File: src/rtl/count_arbiter_if.sv
// Bundle between two counting requesters, the shared up/down counter and count_arbiter.
// The arbiter takes the slave view; requesters and the counter sit on the master side.
interface count_arbiter_if #(
    parameter int unsigned W = 8
) ();
    logic [1:0]   req;
    logic [W-1:0] start0;
    logic [W-1:0] start1;
    logic [W-1:0] limit0;
    logic [W-1:0] limit1;
    logic [1:0]   dir;
    logic [W-1:0] cnt_count;
    logic         cnt_load;
    logic [W-1:0] cnt_data;
    logic         cnt_up_down;
    logic [W-1:0] cnt_limit;
    logic [1:0]   gnt;
    logic [1:0]   done;
    logic         aborted;
    logic [W:0]   run_len;
    logic         busy;

    modport master (
        output req, start0, start1, limit0, limit1, dir, cnt_count,
        input  cnt_load, cnt_data, cnt_up_down, cnt_limit, gnt, done, aborted, run_len, busy
    );

    modport slave (
        input  req, start0, start1, limit0, limit1, dir, cnt_count,
        output cnt_load, cnt_data, cnt_up_down, cnt_limit, gnt, done, aborted, run_len, busy
    );
endinterface

File: src/rtl/count_arbiter.sv
// Round-robin sequencer sharing one loadable up/down counter between two requesters.
// Grants a run, loads the counter, watches for the terminal value and reports run length.
module count_arbiter #(
    parameter int unsigned W = 8
) (
    input logic          clk,
    input logic          rst,
    count_arbiter_if.slave bus
);
    typedef enum logic [2:0] {StIdle, StLoad, StRun, StDone, StAbort} state_e;

    state_e       state_q, state_d;
    logic [1:0]   gnt_q;
    logic         last_q;
    logic [W-1:0] start_q;
    logic [W-1:0] limit_q;
    logic         dir_q;
    logic [W:0]   len_q;
    logic [W:0]   run_len_q;

    logic any_req;
    logic pick;
    logic gidx;
    logic req_g;
    logic match;

    // Arbitration: on a tie the requester not served last wins.
    always_comb begin
        any_req = |bus.req;
        pick    = 1'b0;
        if (bus.req == 2'b11) begin
            pick = ~last_q;
        end else begin
            pick = bus.req[1];
        end
        gidx  = gnt_q[1];
        req_g = bus.req[gidx];
        match = (bus.cnt_count == limit_q);
    end

    always_comb begin
        state_d = state_q;
        unique case (state_q)
            StIdle:  if (any_req) state_d = StLoad;
            StLoad:  state_d = StRun;
            // Abort wins over a match in the same cycle.
            StRun: begin
                if (!req_g) begin
                    state_d = StAbort;
                end else if (match) begin
                    state_d = StDone;
                end
            end
            StDone:  state_d = StIdle;
            StAbort: state_d = StIdle;
            default: state_d = StIdle;
        endcase
    end

    always_ff @(posedge clk) begin
        if (rst) begin
            state_q   <= StIdle;
            gnt_q     <= 2'b00;
            last_q    <= 1'b1;
            start_q   <= '0;
            limit_q   <= '0;
            dir_q     <= 1'b1;
            len_q     <= '0;
            run_len_q <= '0;
        end else begin
            state_q <= state_d;
            unique case (state_q)
                StIdle: begin
                    if (any_req) begin
                        gnt_q   <= pick ? 2'b10 : 2'b01;
                        last_q  <= pick;
                        start_q <= pick ? bus.start1 : bus.start0;
                        limit_q <= pick ? bus.limit1 : bus.limit0;
                        dir_q   <= bus.dir[pick];
                        len_q   <= {{W{1'b0}}, 1'b1};
                    end
                end
                StRun: begin
                    if (req_g) begin
                        if (match) begin
                            run_len_q <= len_q;
                        end else begin
                            len_q <= len_q + {{W{1'b0}}, 1'b1};
                        end
                    end
                end
                StDone, StAbort: gnt_q <= 2'b00;
                default: ;
            endcase
        end
    end

    // Counter controls decode from state and latched values only.
    always_comb begin
        bus.cnt_load    = 1'b0;
        bus.cnt_data    = '0;
        bus.cnt_up_down = 1'b1;
        bus.cnt_limit   = '0;
        bus.done        = 2'b00;
        bus.aborted     = 1'b0;
        unique case (state_q)
            StIdle: ;
            StLoad: begin
                // All-ones limit can never match the parked 0, so the load is not cleared.
                bus.cnt_load    = 1'b1;
                bus.cnt_data    = start_q;
                bus.cnt_limit   = '1;
                bus.cnt_up_down = dir_q;
            end
            StRun: begin
                bus.cnt_limit   = limit_q;
                bus.cnt_up_down = dir_q;
            end
            StDone: bus.done = gnt_q;
            StAbort: begin
                bus.cnt_load  = 1'b1;
                bus.cnt_limit = limit_q;
                bus.aborted   = 1'b1;
            end
            default: ;
        endcase
    end

    assign bus.gnt     = gnt_q;
    assign bus.run_len = run_len_q;
    assign bus.busy    = (state_q != StIdle);
endmodule

File: src/flat_wrapper.sv
// flat-port wrapper written by rule: the top's interface ports become plain ports
module count_arbiter_flat 
#(
    parameter int unsigned W = 8
)
  (clk, rst, bus_req, bus_start0, bus_start1, bus_limit0, bus_limit1, bus_dir, bus_cnt_count, bus_cnt_load, bus_cnt_data, bus_cnt_up_down, bus_cnt_limit, bus_gnt, bus_done, bus_aborted, bus_run_len, bus_busy);
  count_arbiter_if #(.W(W)) bus_i ();
  input logic clk;
  input logic rst;
  input wire logic [$bits(bus_i.req)-1:0] bus_req;
  input wire logic [$bits(bus_i.start0)-1:0] bus_start0;
  input wire logic [$bits(bus_i.start1)-1:0] bus_start1;
  input wire logic [$bits(bus_i.limit0)-1:0] bus_limit0;
  input wire logic [$bits(bus_i.limit1)-1:0] bus_limit1;
  input wire logic [$bits(bus_i.dir)-1:0] bus_dir;
  input wire logic [$bits(bus_i.cnt_count)-1:0] bus_cnt_count;
  output wire logic [$bits(bus_i.cnt_load)-1:0] bus_cnt_load;
  output wire logic [$bits(bus_i.cnt_data)-1:0] bus_cnt_data;
  output wire logic [$bits(bus_i.cnt_up_down)-1:0] bus_cnt_up_down;
  output wire logic [$bits(bus_i.cnt_limit)-1:0] bus_cnt_limit;
  output wire logic [$bits(bus_i.gnt)-1:0] bus_gnt;
  output wire logic [$bits(bus_i.done)-1:0] bus_done;
  output wire logic [$bits(bus_i.aborted)-1:0] bus_aborted;
  output wire logic [$bits(bus_i.run_len)-1:0] bus_run_len;
  output wire logic [$bits(bus_i.busy)-1:0] bus_busy;
  assign bus_i.req = bus_req;
  assign bus_i.start0 = bus_start0;
  assign bus_i.start1 = bus_start1;
  assign bus_i.limit0 = bus_limit0;
  assign bus_i.limit1 = bus_limit1;
  assign bus_i.dir = bus_dir;
  assign bus_i.cnt_count = bus_cnt_count;
  assign bus_cnt_load = bus_i.cnt_load;
  assign bus_cnt_data = bus_i.cnt_data;
  assign bus_cnt_up_down = bus_i.cnt_up_down;
  assign bus_cnt_limit = bus_i.cnt_limit;
  assign bus_gnt = bus_i.gnt;
  assign bus_done = bus_i.done;
  assign bus_aborted = bus_i.aborted;
  assign bus_run_len = bus_i.run_len;
  assign bus_busy = bus_i.busy;
  count_arbiter #(.W(W)) u_core (.clk(clk), .rst(rst), .bus(bus_i));
endmodule
File: config.mk
export PLATFORM = sky130hd
export DESIGN_NAME = count_arbiter_flat
export DESIGN_NICKNAME = d
export VERILOG_FILES = /design/src/rtl/count_arbiter_if.sv /design/src/rtl/count_arbiter.sv /design/src/flat_wrapper.sv
export SDC_FILE = /design/constraint.sdc
export NUM_CORES = 1
export LEC_CHECK = 0
export CORE_MARGIN = 2
export CORE_UTILIZATION = 48
export DETAILED_ROUTE_END_ITERATION = 8
export GPL_TIMING_DRIVEN = 0
export PLACE_DENSITY = 0.9
export SYNTH_ARGS = -nofsm -noshare
export SYNTH_HDL_FRONTEND = slang
export SYNTH_SLANG_ARGS = --single-unit
File: constraint.sdc
create_clock -name clk -period 2.2 [get_ports clk]
set_input_delay 0.22 -clock clk [delete_from_list [all_inputs] [get_ports clk]]
set_output_delay 0.22 -clock clk [all_outputs]
set_load 0.02 [all_outputs]
==> metrics.log, run 1 <==
[metrics] result of the run: finished, final reports clean
[metrics] share of the yosys chip area belonging to registers: 0.370
[metrics] area growth from synthesis to final layout: 46.3%
[metrics] TritonCTS sink count: around 40
[metrics] die outline height: 72 um
[metrics] fill cell total of the finished layout: 311
[metrics] critical path startpoint category: register
[metrics] clock latency on the worst-skew pair: about 0.30 ns
[metrics] Routed wire per std cell: around 16 um
[metrics] CTS tree: yes
[metrics] total gr overflow: 0
[metrics] largest net degree at the start of global routing: 13
[metrics] cell at the root of the clock tree: sky130_fd_sc_hd__clkbuf_8
[metrics] maximum ir drop on the vdd rail: 0.393 mV
[metrics] Final ANT Viol Nets: 0
[metrics] area of the core: ~4400 um^2
[metrics] Residual DRC: 0
[metrics] net count after synthesis: 295
[metrics] placed cell count: around 380
[metrics] type of the most critical hold path: register to register
[metrics] count of placed standard cells in the final layout, fillers left out: between 300 and 400
[metrics] number of unique standard cell types used by synthesis: 51
[metrics] max-cap violations: 0
[metrics] clock buffers created by TritonCTS: 5
[metrics] slew at the pin closest to its max-slew limit: roughly 0.6 ns
[metrics] worst setup path startpoint: u_core.state_q[1]
[metrics] Rows: 24
[metrics] Routed Wire Length: just over 6 mm
[metrics] final hold violation count: 0
[metrics] All-Layer GR Usage: 0.254
[metrics] detailed placer's ending HPWL: between 4 and 5 mm
[metrics] number of antenna diodes: 0
[metrics] highest clock rate: ~470 MHz
[metrics] via count: around 2300
[metrics] number of hold-repair buffers added at the cts stage: 0
[metrics] initial antenna violation count: 0
[metrics] # H-tree levels: 2
[metrics] final worst-path cycle share: 0.974
[metrics] ratio of cells with drive above 1 in the final layout: 0.122
[metrics] overall die area: 5180 um^2
[metrics] Pwr Density: between 600 and 700 nW/um^2
[metrics] total I/O pin count: approximately 80
[metrics] clock slew seen by the registers of the worst setup and hold paths: roughly 0.07 ns
[metrics] number of detailed-route iterations in the first pass: 4
[metrics] via/cell ratio: roughly 6
[metrics] first-pass GRT wire length: a little over 10 mm
[metrics] required time worst endpoint: slightly below 2 ns
[metrics] min Tclk post-route: approximately 2.1 ns
[metrics] total count of max-transition violations in the final report: 0
[metrics] port bufs: about 80
[metrics] post-synthesis instance total: around 250
[metrics] average size of a mapped cell: between 8 and 9 um^2
[metrics] type of the setup path with the least slack: register to output pin
[metrics] setup_tns: 0 ns
[metrics] Worst Path Max Fanout: 11
[metrics] Setup crit end kind: output pin
[metrics] Ys Warns: 0
[metrics] number of enable-type register cells in the synthesized netlist: 0
[metrics] origin of the worst min-delay path: u_core.dir_q
[metrics] Synth Flop Type: sky130_fd_sc_hd__dfxtp_1
[metrics] endpoints failing setup: 0
[metrics] leakage power of the design: between 0.001 and 0.0015 uW
[metrics] worst clock skew on the final layout: 0.00709 ns
[metrics] Worst EP arrival: 1.92 ns
[metrics] Synth async-reset ratio: 0
[metrics] worst rel slew slack: 0.589
[metrics] maximum count of clock buffers along a single path: 2
[metrics] final-stage net count: between 300 and 400
[metrics] starting density of the core: 0.503
[metrics] via count of the first global-routing pass: around 2300
[metrics] horizontal die dimension: ~72 um
[metrics] final estimated routing congestion in global placement: slightly below 0.8
[metrics] startpoint of the worst register-to-register path: u_core.len_q[0]
[metrics] total standard cell area after synthesis: ~2200 um^2
[metrics] number of flip-flops and latches in the synthesized netlist: slightly above 40
[metrics] number of DRC violations after detailed-routing iteration 0: ~140
==> registers in the layout, indices dropped and copies added (netlist names) <==
register,flops
u_core.last_q,1
u_core.len_q,9
u_core.bus.gnt,2
u_core.limit_q,8
u_core.dir_q,1
u_core.start_q,8
u_core.bus.run_len,9
u_core.state_q,3
==> through the flow <==
step / instance area [um^2] / hold slack [ns] / utilization / setup slack, ns / power, uW
after floorplan: 2220 / 0.388 / - / 0.574 / 1210
after global placement: 3070 / 0.451 / 0.694 / -0.223 / 1440
after detailed placement: 3070 / 0.452 / 0.694 / -0.254 / 1450
after global routing: 3250 / 0.492 / 0.736 / -0.000215 / 2180
final: 3250 / 0.476 / 0.736 / 0.0582 / 2090
after CTS: 3240 / 0.475 / 0.733 / -0.00492 / 2080
==> cells in the final DEF, fill, tap and decap left out, types with 9 or more instances in the layout <==
master	synthesis	layout
sky130_fd_sc_hd__clkdlybuf4s50_1	0	59
sky130_fd_sc_hd__dfxtp_1	41	39
sky130_fd_sc_hd__nor2_1	34	33
sky130_fd_sc_hd__mux2i_1	26	26
sky130_fd_sc_hd__a211oi_1	16	16
sky130_fd_sc_hd__dlygate4sd2_1	0	15
sky130_fd_sc_hd__a21oi_1	13	13
sky130_fd_sc_hd__nand2_1	12	12
sky130_fd_sc_hd__and2_1	10	10
sky130_fd_sc_hd__xor2_1	9	9
sky130_fd_sc_hd__o21ai_0	9	9
sky130_fd_sc_hd__nand3_1	9	9
==> critical path, stage by stage (launching register included) <==
cell	delay [ns]
sky130_fd_sc_hd__dfxtp_2	0.39
sky130_fd_sc_hd__buf_6	0.20
sky130_fd_sc_hd__nand2_1	0.07
sky130_fd_sc_hd__nor2_1	0.20
sky130_fd_sc_hd__and2_1	0.16
sky130_fd_sc_hd__clkdlybuf4s50_1	0.60
==> cell type report <==
cell class / instances / area (um^2) / area share
plain buffers: 14 / 93.8 / 0.0289
clock buffers: 7 / 86.3 / 0.0266
clock inverters: 1 / 30.0 / 0.00924
inverters: 2 / 7.51 / 0.00231
multi-input cells: 192 / 1350 / 0.416
flip-flops and latches: 41 / 826 / 0.254
well taps: 52 / 65.1 / 0.0200
repair buffers: 80 / 787 / 0.242
==> cell usage after synthesis (2+ instances only) <==
cell / n / area [um^2]
sky130_fd_sc_hd__buf_6: 2 / 22.5
sky130_fd_sc_hd__or3_1: 2 / 12.5
sky130_fd_sc_hd__a21o_1: 4 / 30.0
sky130_fd_sc_hd__a211o_1: 2 / 17.5
sky130_fd_sc_hd__nor3_1: 6 / 30.0
sky130_fd_sc_hd__or2_2: 2 / 12.5
sky130_fd_sc_hd__nand2_1: 12 / 45.0
sky130_fd_sc_hd__nor4_4: 2 / 42.5
sky130_fd_sc_hd__buf_4: 3 / 22.5
sky130_fd_sc_hd__clkbuf_1: 5 / 18.8
sky130_fd_sc_hd__buf_2: 3 / 15.0
sky130_fd_sc_hd__o21a_1: 2 / 15.0
sky130_fd_sc_hd__and3_1: 3 / 18.8
sky130_fd_sc_hd__a21oi_1: 13 / 65.1
sky130_fd_sc_hd__nor2_1: 34 / 128
sky130_fd_sc_hd__mux2i_1: 26 / 260
sky130_fd_sc_hd__xor2_1: 9 / 78.8
sky130_fd_sc_hd__dfxtp_1: 41 / 821
sky130_fd_sc_hd__o41ai_1: 2 / 17.5
sky130_fd_sc_hd__a211oi_2: 2 / 25.0
sky130_fd_sc_hd__and2_1: 10 / 62.6
sky130_fd_sc_hd__nand3_1: 9 / 45.0
sky130_fd_sc_hd__a21boi_0: 2 / 15.0
sky130_fd_sc_hd__a211oi_1: 16 / 120
sky130_fd_sc_hd__nor4_1: 2 / 12.5
sky130_fd_sc_hd__o21ai_0: 9 / 45.0
==> report_power, final <==
group | internal, uW | switching (uW)
registers | 801 | 60.9
logic | 273 | 321
clock network | 370 | 265
total | 1440 | 646
==> logic make-up after synthesis <==
logic type                 Yosys count  synth area share
AOI/OAI and AO/OA                   62             0.194
xor gates and xnor gates             9            0.0355
muxes                               27             0.122
buffers and inverters               16            0.0406
DFF                                 41             0.370
and+or+nand+nor                     92             0.232
adders and majority gates            1           0.00564
==> routing by layer <==
metal | part of all wire | track usage
met2 | 0.49 | 0.431
met1 | 0.38 | 0.290
met5 | 0 | 0
met3 | 0.085 | 0.0681
met4 | 0.042 | 0.140
==> timing repair <==
item                                    CTS  global route
setup buffers                             2             0
resized for setup                        28             5
pin swaps                                 2             0
endpoints found under the setup margin   21             5
gates cloned                              1             0
==> worst paths after layout <==
| kind | cells past startpoint | endpoint | slack (ns) |
|---|---|---|---|
| worst max-delay path | 5 | bus_done[0] | 0.06 |
| worst min-delay path | 1 | u_core.dir_q | 0.48 |
| worst max register to register | 6 | u_core.len_q[8] | 0.47 |
| worst min register to register | 1 | u_core.dir_q | 0.48 |
(Power assumes the default switching activity.)
==> inputs of run 2 (changes only) <==
--- a/config.mk
+++ b/config.mk
@@ -9,7 +9,9 @@
 export CORE_UTILIZATION = 48
 export DETAILED_ROUTE_END_ITERATION = 8
 export GPL_TIMING_DRIVEN = 0
+export MAX_ROUTING_LAYER = met4
 export PLACE_DENSITY = 0.9
 export SYNTH_ARGS = -nofsm -noshare
 export SYNTH_HDL_FRONTEND = slang
 export SYNTH_SLANG_ARGS = --single-unit
+export TNS_END_PERCENT = 20
==> metrics.log, run 2 (synthesized netlist as in run 1, its figures left out) <==
[metrics] first-pass GRT wire length: between 10 and 15 mm
[metrics] power share of the clock group: 0.302
[metrics] TritonCTS sink count: 41
[metrics] starting density of the core: 0.503
[metrics] die outline height: 72 um
[metrics] min Tclk post-route: between 2 and 2.5 ns
[metrics] detailed placer's ending HPWL: 4.29 mm
[metrics] clock slew seen by the registers of the worst setup and hold paths: 0.07 ns
[metrics] worst clock skew on the final layout: 0.00550 ns
[metrics] origin of the worst min-delay path: u_core.dir_q
[metrics] fill cell total of the finished layout: approximately 310
[metrics] largest stage delay on the critical path: a little over 0.6 ns
[metrics] failing checks: setup timing
[metrics] largest net degree at the start of global routing: 13
[metrics] setup repair after global routing missed its margin: true
[metrics] ratio of cells with drive above 1 in the final layout: 0.122
[metrics] maximum count of clock buffers along a single path: 2
[metrics] final worst-path cycle share: 1.01
[metrics] cell at the root of the clock tree: sky130_fd_sc_hd__clkbuf_8
[metrics] switching share of power: 0.307
[metrics] post-route design area: between 3000 and 4000 um^2
[metrics] slowest library cell on the worst path: sky130_fd_sc_hd__clkdlybuf4s50_1
[metrics] type of the setup path with the least slack: register to output pin
[metrics] area of the core: 4410 um^2
[metrics] critical path startpoint category: register
[metrics] Routed wire per std cell: between 15 and 20 um
[metrics] total I/O pin count: a little under 80
[metrics] endpoints failing setup: 1
[metrics] required time worst endpoint: 1.98 ns
[metrics] CTS tree: yes
[metrics] horizontal die dimension: ~72 um
[metrics] clock buffers created by TritonCTS: 5
[metrics] via count: roughly 2200
[metrics] Routed Wire Length: a little over 6 mm
[metrics] number of DRC violations after detailed-routing iteration 0: roughly 160
[metrics] total gr overflow: 0
[metrics] worst setup slack after placement: -0.254 ns
[metrics] cell area after placement: approximately 3100 um^2
[metrics] number of buffers and inverters on the critical path: 2
[metrics] slew at the pin closest to its max-slew limit: 0.574 ns
[metrics] All-Layer GR Usage: 0.257
[metrics] final-stage net count: 383
[metrics] max-cap violations: 0
[metrics] power share of the combinational group: 0.285
[metrics] type of the most critical hold path: register to register
[metrics] Rows: 24
[metrics] via/cell ratio: around 5.8
[metrics] final setup margin: -0.0174 ns
[metrics] initial antenna violation count: 0
[metrics] startpoint of the worst register-to-register path: u_core.limit_q[3]
[metrics] clock latency on the worst-skew pair: roughly 0.30 ns
[metrics] overall die area: between 5000 and 6000 um^2
[metrics] Pwr Density: between 600 and 700 nW/um^2
[metrics] via count of the first global-routing pass: around 2200
[metrics] final hold violation count: 0
[metrics] area growth from synthesis to final layout: 46.3%
[metrics] worst rel slew slack: 0.615
[metrics] worst setup path startpoint: u_core.state_q[2]
[metrics] most common library cell in the layout ignoring fill and taps: sky130_fd_sc_hd__clkdlybuf4s50_1
[metrics] final estimated routing congestion in global placement: a little under 0.8
[metrics] Multi-input gate area: between 1000 and 1500 um^2
[metrics] Switch Pwr: between 600 and 700 uW
[metrics] Setup crit end kind: output pin
[metrics] number of antenna diodes: 0
[metrics] port bufs: approximately 80
[metrics] leakage power of the design: 0.00143 uW
[metrics] Internal Dissipation: roughly 1400 uW
[metrics] highest clock rate: approximately 450 MHz
[metrics] maximum ir drop on the vdd rail: approximately 0.40 mV
[metrics] # H-tree levels: 2
[metrics] total count of max-transition violations in the final report: 0
[metrics] result of the run: complete, but fails checks
[metrics] most used cells in the layout excluding fill and tap cells: sky130_fd_sc_hd__clkdlybuf4s50_1, sky130_fd_sc_hd__dfxtp_1, sky130_fd_sc_hd__nor2_1
[metrics] Final ANT Viol Nets: 0
[metrics] cell breakdown of the critical path: buf_2 > nor3b_2 > nand2_1 > o21ai_0 > clkdlybuf4s50_1
[metrics] cell type group with the largest total delay on the critical path: buffers and inverters
[metrics] Worst EP arrival: 2.00 ns
[metrics] number of detailed-route iterations in the first pass: 5
[metrics] area of all sequential standard cells: between 800 and 900 um^2
[metrics] sequential fraction of design power: 0.413
[metrics] Worst Path Max Fanout: 9
[metrics] Residual DRC: 0
run 2: cell type report:
type                       instances  share of cell area
tap                               52              0.0200
multi-input combinational        192               0.415
timing repair buffer              80               0.244
clock inverter                     1             0.00925
sequential                        41               0.254
buffer                            14              0.0289
inverter                           2             0.00231
clock buffer                       7              0.0266
run 2: final timing paths:
| check | cells past startpoint | to | slack, ns |
|---|---|---|---|
| min reg2reg | 1 | u_core.dir_q | 0.48 |
| max reg2reg | 5 | u_core.len_q[4] | 0.44 |
| min | 1 | u_core.dir_q | 0.48 |
| max | 5 | bus_cnt_limit[2] | -0.02 |
run 2: per-stage QoR:
stage,hold WS [ns],util,power [uW],std cells,setup TNS (ns)
5_1_grt,0.492,0.736,2180,389,-0.130
6_report,0.476,0.736,2090,389,-0.0174
3_3_place_gp,0.451,0.694,1440,378,-2.02
3_5_place_dp,0.452,0.694,1450,378,-2.38
2_1_floorplan,0.388,-,1210,248,0
4_1_cts,0.475,0.732,2080,389,-0.0400
run 2: power by group through the flow:
stage	Combinational, uW	Clock, uW	Sequential, uW
after global placement	570	0	866
final	596	630	862
after CTS	590	634	856
after detailed placement	585	0	870
after floorplan	347	0	861
after global routing	641	669	868
run 2: layer usage:
layer  global-route usage  part of all wire  vias to the layer above  wire length [um]
met5                    -                 0                        -                 0
met4               0.0985             0.026                        0               161
met1                0.302              0.41                     1052              2540
met2                0.428              0.49                       96              3030
li1                     -                 -                     1074                 -
met3               0.0583             0.070                       15               431
run 2: repair_timing:
item,in CTS,in global routing
resized for setup,25,6
endpoints found under the setup margin,21,7
pin swaps,2,0
setup buffers,2,0
cloned,1,0
hold buffers,0,0
run 2: worst reg2reg max path: stages, from the launching register on:
cell and delay, ns:
sky130_fd_sc_hd__dfxtp_1 0.41, sky130_fd_sc_hd__xor2_1 0.35, sky130_fd_sc_hd__nor4_4 0.11, sky130_fd_sc_hd__a21oi_2 0.38, sky130_fd_sc_hd__nor3_2 0.10, sky130_fd_sc_hd__a211o_1 0.30
==> inputs of run 3 (changes only) <==
--- a/config.mk
+++ b/config.mk
@@ -5,6 +5,7 @@
 export SDC_FILE = /design/constraint.sdc
 export NUM_CORES = 1
 export LEC_CHECK = 0
+export ABC_CLOCK_PERIOD_IN_PS = 2200
 export CORE_MARGIN = 2
 export CORE_UTILIZATION = 48
 export DETAILED_ROUTE_END_ITERATION = 8
==> results of run 3 <==
The final DEF is identical to that of run 2; final timing and power are the same.
